==> src/rtl/lane_traffic_ctrl.sv <==
// Lane traffic controller: NUM_CARS cars advanced round-robin, one per clock, once per slow tick.
// Build option CAR_BOUNCE_EN: cars bounce off the lane ends instead of wrapping.
module lane_traffic_ctrl #(
  parameter int NUM_CARS      = 10,
  parameter int X_WIDTH       = 6,
  parameter int Y_WIDTH       = 6,
  parameter int SPEED_WIDTH   = 3,
  parameter int c_MAX_X       = 20,
  parameter int c_SLOW_COUNT  = 2000000,
  parameter int COUNTER_WIDTH = 26
) (
  input  logic                          i_Clk,
  input  logic                          i_Rst,
  input  logic                          i_Enable,
  input  logic                          i_Load,
  input  logic [5:0]                    i_Load_Idx,
  input  logic [X_WIDTH-1:0]            i_Load_X,
  input  logic [Y_WIDTH-1:0]            i_Load_Y,
  input  logic [SPEED_WIDTH-1:0]        i_Load_Speed,
  input  logic                          i_Load_Dir,
  input  logic [X_WIDTH-1:0]            i_Frog_X,
  input  logic [Y_WIDTH-1:0]            i_Frog_Y,
  output logic [NUM_CARS*X_WIDTH-1:0]   o_Car_X,
  output logic [NUM_CARS*Y_WIDTH-1:0]   o_Car_Y,
  output logic                          o_Collision,
  output logic                          o_Sweep_Done
);

  localparam int IDX_W = (NUM_CARS > 1) ? $clog2(NUM_CARS) : 1;
  localparam int XE_W  = X_WIDTH + 1;

  localparam logic [XE_W-1:0]          MAX_X_E    = XE_W'(c_MAX_X);
  localparam logic [X_WIDTH-1:0]       X_LAST     = X_WIDTH'(c_MAX_X - 1);
  localparam logic [COUNTER_WIDTH-1:0] CNT_LAST   = COUNTER_WIDTH'(c_SLOW_COUNT - 1);
  localparam logic [IDX_W-1:0]         IDX_LAST   = IDX_W'(NUM_CARS - 1);

  typedef enum logic {IDLE, SWEEP} state_t;

  state_t                   state_q, state_d;
  logic [IDX_W-1:0]         idx_q, idx_d;
  logic                     last_car;
  logic                     sweep_last_q;
  logic [COUNTER_WIDTH-1:0] tick_cnt;
  logic                     tick;

  logic [X_WIDTH-1:0]       car_x     [NUM_CARS];
  logic [Y_WIDTH-1:0]       car_y     [NUM_CARS];
  logic [SPEED_WIDTH-1:0]   car_speed [NUM_CARS];
  logic                     car_dir   [NUM_CARS];

  logic                     load_valid;
  logic [X_WIDTH-1:0]       load_x_clamped;
  logic [XE_W-1:0]          cur_x, step, sum;
  logic [X_WIDTH-1:0]       move_x;
`ifdef CAR_BOUNCE_EN
  logic                     move_dir;
`endif
  logic                     hit;

  // NOTE: sequential state uses non-blocking assignments so every flop samples pre-edge values.
  always_ff @(posedge i_Clk or posedge i_Rst) begin
    if (i_Rst) begin
      tick_cnt <= '0;
    end else if (i_Enable) begin
      tick_cnt <= (tick_cnt == CNT_LAST) ? '0 : tick_cnt + 1'b1;
    end
  end

  assign tick = i_Enable && (tick_cnt == CNT_LAST);

  // NOTE: every combinational output gets a default first, so no path leaves a latch behind.
  always_comb begin
    state_d  = state_q;
    idx_d    = idx_q;
    last_car = 1'b0;
    case (state_q)
      IDLE: begin
        if (tick) begin
          state_d = SWEEP;
          idx_d   = '0;
        end
      end
      SWEEP: begin
        if (idx_q == IDX_LAST) begin
          state_d  = IDLE;
          last_car = 1'b1;
        end else begin
          idx_d = idx_q + 1'b1;
        end
      end
      default: state_d = IDLE;
    endcase
  end

  // Done is delayed one clock past the last car's update.
  always_ff @(posedge i_Clk or posedge i_Rst) begin
    if (i_Rst) begin
      state_q      <= IDLE;
      idx_q        <= '0;
      sweep_last_q <= 1'b0;
      o_Sweep_Done <= 1'b0;
    end else begin
      state_q      <= state_d;
      idx_q        <= idx_d;
      sweep_last_q <= last_car;
      o_Sweep_Done <= sweep_last_q;
    end
  end

  // Next position of the car currently addressed by the sweep.
  always_comb begin
    cur_x  = XE_W'(car_x[idx_q]);
    step   = XE_W'(car_speed[idx_q]);
    sum    = cur_x + step;
    move_x = car_x[idx_q];
`ifdef CAR_BOUNCE_EN
    move_dir = car_dir[idx_q];
    if (car_dir[idx_q]) begin
      if (sum >= MAX_X_E) begin
        move_x   = X_LAST;
        move_dir = 1'b0;
      end else begin
        move_x = X_WIDTH'(sum);
      end
    end else begin
      if (cur_x < step) begin
        move_x   = '0;
        move_dir = 1'b1;
      end else begin
        move_x = X_WIDTH'(cur_x - step);
      end
    end
`else
    if (car_dir[idx_q]) begin
      move_x = (sum >= MAX_X_E) ? X_WIDTH'(sum - MAX_X_E) : X_WIDTH'(sum);
    end else begin
      move_x = (cur_x < step) ? X_WIDTH'(cur_x + MAX_X_E - step) : X_WIDTH'(cur_x - step);
    end
`endif
  end

  assign load_valid     = i_Load && ({1'b0, i_Load_Idx} < 7'(NUM_CARS));
  assign load_x_clamped = (XE_W'(i_Load_X) >= MAX_X_E) ? X_LAST : i_Load_X;

  // NOTE: the car table is a register file with defined power-up positions, so it is reset as a whole.
  always_ff @(posedge i_Clk or posedge i_Rst) begin
    if (i_Rst) begin
      for (int i = 0; i < NUM_CARS; i++) begin
        car_x[i]     <= X_WIDTH'(i % c_MAX_X);
        car_y[i]     <= Y_WIDTH'(i);
        car_speed[i] <= SPEED_WIDTH'(1);
        car_dir[i]   <= 1'b1;
      end
    end else begin
      for (int i = 0; i < NUM_CARS; i++) begin
        if (load_valid && (i_Load_Idx == 6'(i))) begin
          car_x[i]     <= load_x_clamped;
          car_y[i]     <= i_Load_Y;
          car_speed[i] <= i_Load_Speed;
          car_dir[i]   <= i_Load_Dir;
        end else if ((state_q == SWEEP) && (idx_q == IDX_W'(i))) begin
          car_x[i] <= move_x;
`ifdef CAR_BOUNCE_EN
          car_dir[i] <= move_dir;
`endif
        end
      end
    end
  end

  always_comb begin
    hit = 1'b0;
    for (int i = 0; i < NUM_CARS; i++) begin
      if ((car_x[i] == i_Frog_X) && (car_y[i] == i_Frog_Y)) hit = 1'b1;
    end
  end

  always_ff @(posedge i_Clk or posedge i_Rst) begin
    if (i_Rst) o_Collision <= 1'b0;
    else       o_Collision <= hit;
  end

  for (genvar g = 0; g < NUM_CARS; g++) begin : g_pack
    assign o_Car_X[g*X_WIDTH +: X_WIDTH] = car_x[g];
    assign o_Car_Y[g*Y_WIDTH +: Y_WIDTH] = car_y[g];
  end

endmodule

==> config.mk <==
export PLATFORM = sky130hd
export DESIGN_NAME = lane_traffic_ctrl
export DESIGN_NICKNAME = d
export VERILOG_FILES = /design/src/rtl/lane_traffic_ctrl.sv
export SDC_FILE = /design/constraint.sdc
export NUM_CORES = 1
export LEC_CHECK = 0
export ABC_AREA = 1
export CAP_MARGIN = 20
export CORE_ASPECT_RATIO = 1.75
export CORE_UTILIZATION = 56
export DETAILED_ROUTE_END_ITERATION = 6
export PLACE_DENSITY = 0.86
export SYNTH_ARGS = -nofsm -noshare
export SYNTH_HDL_FRONTEND = slang
export SYNTH_SLANG_ARGS = --single-unit
==> constraint.sdc <==
create_clock -name i_Clk -period 7.83 [get_ports i_Clk]
set_input_delay 0.783 -clock i_Clk [delete_from_list [all_inputs] [get_ports i_Clk]]
set_output_delay 0.783 -clock i_Clk [all_outputs]
set_load 0.1 [all_outputs]
==> summary.md, run 1 <==
| Metric | Value |
|---|---|
| Status | complete, but fails checks |
| Failing checks | design-rule violations |
| Hold_buf cts | 0 |
| Startpoint Class | flip-flop |
| DRT iter0 DRCs | 984 |
| I/O pins | 160 |
| Overall Global Routing Usage | 0.396 |
| Starting Density | 0.569 |
| Die Area | ~21000 µm² |
| Leak Pwr | roughly 6.4 nW |
| Hold-critical path endpoint | o_Sweep_Done |
| Setup CP Type | reg2reg |
| Worst skew pair latency | ~0.45 ns |
| Final Cycle Share | 0.526 |
| Post-CTS resize count | 0 |
| Syn Nets | about 1500 |
| Worst Path Arrival | 4.46 ns |
| Mapped Cells | ~1500 |
| Unrepaired setup endpoints after global routing | no |
| Vias in the first global route | 10900 |
| Crit path capture type | flip-flop |
| Hold crit path type | reg2reg |
| Cts bufs inserted | 17 |
| Most used flip-flop cell after synthesis | dfrtp_1 |
| CP cell instances | buf_4 -> a21oi_1 -> o21ai_0 -> o21ai_0 -> nand2_1 -> nand3_1 -> ha_1 -> inv_1 -> a21oi_1 -> nand2_1 -> inv_1 -> nand2_1 -> nand2_2 -> inv_1 -> ha_1 -> and3_1 -> nand3_1 -> nor2_2 -> o21ai_1 -> nand3_2 -> nand3_1 -> o21ai_1 |
| Worst Tran Pin Value | between 1 and 1.5 ns |
| Sequential share of the synthesized area | 0.426 |
| Root buf cell | clkbuf_16 |
| Max-cap viol count | 0 |
| Layout cell share with drive strength beyond 1 | 0.0858 |
| R2R Setup Slk | between 3 and 4 ns |
| Min Tclk post-route | about 4.1 ns |
| Max Buffers Root-to-Sink | 2 |
| Core area | 20300 µm² |
| Initial antenna violation count | 0 |
| Launch point of the worst path | idx_q[0] |
| Remaining Overflow, GRT | 0 |
| Cell depth of the worst hold path | 0 |
| H-tree depth | 4 |
| Yosys warning count | 0 |
| First-pass GRT wire length | approximately 63000 µm |
| DR DRC count | 2 |
| DIE WIDTH | around 110 µm |
| TritonCTS Sinks | approximately 190 |
| Fmax | roughly 240 MHz |
| CTS tree | built |
| Final setup TNS | 0 ns |
| Synth Area per Inst | 7.82 µm² |
| Input/output buffers | around 160 |
| HP Start | sweep_last_q |
| Largest net degree at the start of global routing | 143 |
| Setup Fix Bufs, Post-CTS | 0 |
| Worst Reg-to-Reg Cells | 22 |
| ANT nets after route | 0 |
| Rel. slew slack | 0.124 |
| Post-synth design cell area | between 10000 and 15000 µm² |
| Final setup viols | 0 |
| Antenna diodes | 0 |
| Final Wtd Congestion | ~1 |
| Die height | between 150 and 200 µm |
| Row count | 69 |
| Critical-path top delay cell | dfrtp_2 |
| Clock skew | 0.0110 ns |
| Detailed-placement wirelength estimate | 31000 µm |
| Hold Vio Cnt, Final | 0 |
| Library cells used by synthesis | 47 |
| Clock Pin Slew Worst Setup and Hold Paths | around 0.08 ns |
| CP max FO | 41 |
| Via-per-instance ratio | a little under 6 |
| Layout Nets | 1668 |
| CP required | approximately 8.2 ns |
| Post-synth EDFFs | 0 |
| Util after Layout | 0.680 |
| Layout area overhead | 19.6% |
| PwrDens | 238 nW/µm² |
| Largest stage delay on the critical path | approximately 0.62 ns |
| Hold slack | about 0.36 ns |
| Post-synth ARST share | 1.00 |
| Maximum ir drop on the vdd rail | about 0.00029 V |
| Wirelength, routed | slightly above 40000 µm |
| Router iterations before antenna repair | 7 |
| #FFs+latches synth | between 150 and 200 |
| Reg2reg start | idx_q[0] |
| DR vias | ~11000 |
| Drt wl/cell | 22.1 µm |
| Worst R2R End | o_Car_X[23] |
| Count of pins over their slew limit | 0 |
-- layout by cell type, fill, tap and decap left out, types with 4 or more instances in the layout --
master	instances
dfstp_2	50
o21ai_0	148
and3_1	4
nor2_4	5
o221ai_1	12
nand2_1	362
clkdlybuf4s50_1	159
a21oi_1	35
nand4_1	16
o21ai_1	17
inv_1	191
o211ai_1	11
ha_1	19
nor3_1	25
o22ai_1	25
nand3_1	63
inv_2	7
inv_6	4
fa_1	4
dfrtp_1	143
nand2_2	9
xnor2_1	35
nand2_4	4
nand3_2	6
buf_4	6
xor2_1	79
nor3_2	4
nor4_1	24
clkbuf_16	17
nor2_1	93
-- worst max-delay path, delay by kind of cell, from the launching register on --
family                     cells  cell delay [ns]
adders and majority gates      2             0.67
AOI/OAI and AO/OA              6             0.69
DFF                            1             0.62
and+or+nand+nor               10             1.28
buffers and inverters          4             0.71
-- synthesized netlist by cell type (all sizes together), types with 3 or more instances --
master	instances	area, µm²
a21oi	35	175
a31oi	3	18.8
and3	4	25.0
buf	15	104
clkbuf	37	139
dfrtp	144	3600
dfstp	50	1310
fa	4	80.1
ha	19	238
inv	200	753
nand2	375	1460
nand3	72	428
nand4	16	100
nor2	100	418
nor3	29	165
nor4	27	205
o211ai	11	82.6
o21a	3	22.5
o21ai	168	852
o221ai	12	105
o22ai	25	156
or2	3	18.8
xnor2	35	307
xor2	79	692
-- flip-flops by register name, indices dropped and copies added, names as in the netlist --
name and cells:
idx_q 4, o_Collision 1, car_speed 30, tick_cnt 26, o_Car_Y 60, car_dir 10, sweep_last_q 1, state_q 1
o_Sweep_Done 1, o_Car_X 60
-- cells by family (layout without fill, tap and decap cells) --
kind of cell	after synthesis	count (layout)	share of synthesized area
AOI/OAI and AO/OA	263	263	0.127
xor gates and xnor gates	114	114	0.0865
adders and majority gates	23	23	0.0275
buffers and inverters	252	397	0.0863
DFF	194	194	0.426
and+or+nand+nor	629	629	0.246
-- how the worst max path moves through the flow --
stage                    endpoint  slack (ns)  cells past startpoint
floorplan           car_speed[10]        1.85                      1
global placement      o_Car_X[35]        3.84                     22
detailed placement    o_Car_X[23]        3.78                     22
CTS                   o_Car_X[23]        3.76                     22
global route          o_Car_X[40]        3.37                     26
finish                o_Car_X[23]        3.71                     22
-- routing by layer --
metal  wire length, µm  GRT usage  vias up
li1                  -          -     5047
met1             14600      0.435     5325
met2             20300      0.680      596
met3              2850     0.0694      181
met4              3550      0.308        0
met5                 0          0        -
-- per-stage QoR --
step | std cells | total power, mW | setup WS (ns) | cell area (µm²)
6_report | 1868 | 3.29 | 3.71 | 13800
5_1_grt | 1868 | 3.38 | 3.37 | 13800
4_1_cts | 1868 | 3.27 | 3.76 | 13800
3_5_place_dp | 1836 | 2.43 | 3.78 | 13300
3_3_place_gp | 1836 | 2.42 | 3.84 | 13300
2_1_floorplan | 1475 | 2.10 | 1.85 | 11500
-- where the power goes --
group,internal (mW),switching [mW],leakage [nW],total (mW)
Clock,0.431,0.419,0.271,0.850
Sequential,1.14,0.139,2.27,1.28
Combinational,0.289,0.866,3.87,1.16
-- final cells by class --
| class | instances | area (µm²) |
|---|---|---|
| Inverter | 200 | 761 |
| Multi-Input combinational cell | 1029 | 5620 |
| Clock buffer | 20 | 457 |
| Tap cell | 248 | 310 |
| Fill cell | 1684 | 6480 |
| Sequential cell | 194 | 4920 |
| Timing Repair Buffer | 165 | 1640 |
| Clock inverter | 12 | 96.3 |
Note: power is estimated with default switching activity, not from simulation.
==> run 2: changes to the inputs <==
Clock period 7.83 ns to 4.05 ns, I/O delays scaled along.
==> run 2 against run 1 <==
  * The run now ends clean
  * Combinational power up 92%
  * Clock skew down 0.0018 ns
  * Non-clock buffer count up 20
  * Critical path depth unchanged
  * Cell count up 1.1%
  * Utilization up 0.89 points
  * Setup slack worse by 3.4 ns
  * Clock power up 93%
  * Design area up 1.3%
  * Sequential share of layout area down 0.45 points
  * Critical path type unchanged
==> summary.md, run 2 (synthesized netlist as in run 1, its figures left out) <==
| Metric | Value |
|---|---|
| Status | complete, no violations (was complete, but fails checks) |
| Vias in the first global route | 11000 (was 10900) |
| Area of the multi-input gates | 5630 µm² (was 5620 µm²) |
| Crit path capture type | flip-flop (unchanged) |
| DR vias | 11300 (was 11100) |
| Sw Pwr | 2.75 mW (was 1.42 mW) |
| HP Start | sweep_last_q (unchanged) |
| TritonCTS Sinks | 194 (unchanged) |
| Clock skew | 0.00924 ns (was 0.0110 ns) |
| Max-cap viol count | 0 (unchanged) |
| Min Tclk post-route | 3.74 ns (was 4.12 ns) |
| Cts bufs inserted | 17 (unchanged) |
| Setup CP Type | reg2reg (unchanged) |
| Clock Pin Slew Worst Setup and Hold Paths | 0.08 ns (about the same) |
| I/O pins | 160 (unchanged) |
| Fillers | 1645 (was 1684) |
| Logic pwr share | 0.352 (about the same) |
| Overall Global Routing Usage | 0.388 (was 0.396) |
| Final setup TNS | 0 ns (unchanged) |
| First-pass GRT wire length | 61800 µm (was 62500 µm) |
| Reg2reg start | idx_q[0] (unchanged) |
| Input/output buffers | 159 (unchanged) |
| Rel. slew slack | 0.215 (was 0.124) |
| R2R Setup Slk | 0.31 ns (was 3.71 ns) |
| Die height | 192 µm (unchanged) |
| Hold_buf cts | 0 (unchanged) |
| Post-DP Area | 13400 µm² (was 13300 µm²) |
| Sw Ratio | 0.434 (was 0.433) |
| Wirelength, routed | 40300 µm (was 41300 µm) |
| Max Buffers Root-to-Sink | 2 (unchanged) |
| Worst Reg-to-Reg Cells | 22 (unchanged) |
| Antenna diodes | 0 (unchanged) |
| Maximum ir drop on the vdd rail | 0.000422 V (was 0.000286 V) |
| Post-CTS resize count | 0 (unchanged) |
| GR Layer Usage met1 | 0.420 (was 0.435) |
| Hold Vio Cnt, Final | 0 (unchanged) |
| Finished layout cell area | 14000 µm² (was 13800 µm²) |
| Remaining Overflow, GRT | 0 (unchanged) |
| Cell depth of the worst hold path | 0 (unchanged) |
| Leak Pwr | 6.50 nW (was 6.41 nW) |
| Fmax | 268 MHz (was 243 MHz) |
| Final setup viols | 0 (unchanged) |
| Worst Tran Pin Value | 1.18 ns (was 1.30 ns) |
| Via-per-instance ratio | 5.99 (was 5.97) |
| Row count | 69 (unchanged) |
| DR DRC count | 0 (was 2) |
| Router iterations before antenna repair | 5 (was 7) |
| Core area | 20300 µm² (unchanged) |
| Initial antenna violation count | 1 (was 0) |
| Drt wl/cell | 21.4 µm (was 22.1 µm) |
| Count of pins over their slew limit | 0 (unchanged) |
| Worst skew pair latency | 0.45 ns (about the same) |
| Clock network power share | 0.259 (about the same) |
| Reg area | 4920 µm² (about the same) |
| Die Area | 21200 µm² (unchanged) |
| PwrDens | 454 nW/µm² (was 238 nW/µm²) |
| Design Power | 6.34 mW (was 3.29 mW) |
| Hold-critical path endpoint | o_Sweep_Done (unchanged) |
| H-tree depth | 4 (unchanged) |
| Final Wtd Congestion | 1.03 (was 0.998) |
| Startpoint Class | flip-flop (unchanged) |
| Hold slack | 0.373 ns (was 0.356 ns) |
| Met2 Use GR | 0.677 (was 0.680) |
| Root buf cell | clkbuf_16 (unchanged) |
| Final Cycle Share | 0.922 (was 0.526) |
| CTS tree | built (unchanged) |
| DRT iter0 DRCs | 881 (was 984) |
| Cell Int Power | 3.59 mW (was 1.86 mW) |
| Setup Fix Bufs, Post-CTS | 0 (unchanged) |
| Power share of the sequential group | 0.389 (was 0.390) |
| ANT nets after route | 0 (unchanged) |
| Hold crit path type | reg2reg (unchanged) |
| Largest net degree at the start of global routing | 195 (was 143) |
| DIE WIDTH | 111 µm (unchanged) |
| Worst R2R End | o_Car_X[35] (was o_Car_X[23]) |
| Top Usage Layer GRT | met2 (unchanged) |
| Most frequent cells in the layout | 362 x nand2_1, 191 x inv_1, 159 x clkdlybuf4s50_1 (unchanged) |
| Worst Path Arrival | 4.07 ns (was 4.46 ns) |
| Commonest non-fill, non-tap cell in the layout | nand2_1 (unchanged) |
| Layout Nets | 1688 (was 1668) |
| Starting Density | 0.569 (unchanged) |
| Unrepaired setup endpoints after global routing | no (unchanged) |
| CP max FO | 30 (was 41) |
| Detailed-placement wirelength estimate | 30200 µm (was 31000 µm) |
| Met3 GRT Util | 0.0660 (was 0.0694) |
| CP required | 4.38 ns (was 8.17 ns) |
| Layout cell share with drive strength beyond 1 | 0.0988 (was 0.0858) |
| Layout area overhead | 21.2% (was 19.6%) |
run 2: cell count changes in the layout (fill, tap and decap cells not counted), moves of 2 or more:
cell        previous run  this run
buf_4                  6        24
clkinvlp_4             2         6
buf_12                 0         2
inv_6                  4         2
run 2: power by group through the flow:
| stage | clock network (mW) | logic (mW) | registers [mW] |
|---|---|---|---|
| final | 1.64 | 2.23 | 2.47 |
| after global routing | 1.73 | 2.35 | 2.49 |
| after CTS | 1.66 | 2.22 | 2.46 |
| after detailed placement | 0 | 2.21 | 2.49 |
| after global placement | 0 | 2.18 | 2.48 |
| after floorplan | 0 | 0.608 | 3.46 |
run 2: area by class of cell:
class,instances,share of cell area
repair buffers,185,0.130
multi-input cells,1029,0.402
clock inverters,14,0.00850
clock buffers,18,0.0314
flip-flops and latches,194,0.352
well taps,248,0.0222
inverters,200,0.0541
run 2: critical path, stage by stage (launching register included):
cell and delay, ns:
dfrtp_2 0.50, inv_4 0.28, a21oi_1 0.10, o21ai_0 0.08
nand2_1 0.07, nand2_1 0.06, nand3_1 0.23, ha_2 0.49
inv_1 0.11, a21oi_1 0.13, nand2_1 0.10, inv_1 0.06
nand2_1 0.06, nand2_2 0.09, inv_1 0.06, ha_1 0.19
and3_1 0.17, nand3_1 0.08, nor2_2 0.05, o21ai_1 0.15
nand3_2 0.29, nand3_1 0.17, o21ai_1 0.08
run 2: worst max path at each step:
stage | end | from | slack, ns | cells after the start
6_report | o_Car_X[35] | idx_q[0] | 0.31 | 22
5_1_grt | o_Car_X[46] | idx_q[0] | 0.02 | 26
4_1_cts | o_Car_X[35] | idx_q[1] | 0.30 | 22
3_5_place_dp | o_Car_X[35] | idx_q[1] | 0.32 | 22
3_3_place_gp | o_Car_X[35] | idx_q[1] | 0.41 | 22
2_1_floorplan | o_Car_X[22] | idx_q[0] | 0.39 | 31
run 2: per-stage QoR:
stage	utilization	instances	setup slack, ns
final	0.689	1888	0.314
after floorplan	-	1475	0.389
after global routing	0.689	1888	0.0248
after CTS	0.689	1888	0.297
after global placement	0.662	1856	0.411
after detailed placement	0.662	1856	0.318
run 2: layer usage:
layer  vias up  share of wire  wire length (µm)
li1       5086              -                 -
met1      5368           0.34             13900
met2       650           0.50             20200
met3       207          0.074              2990
met4         2          0.080              3220
met5         -        0.00027                11
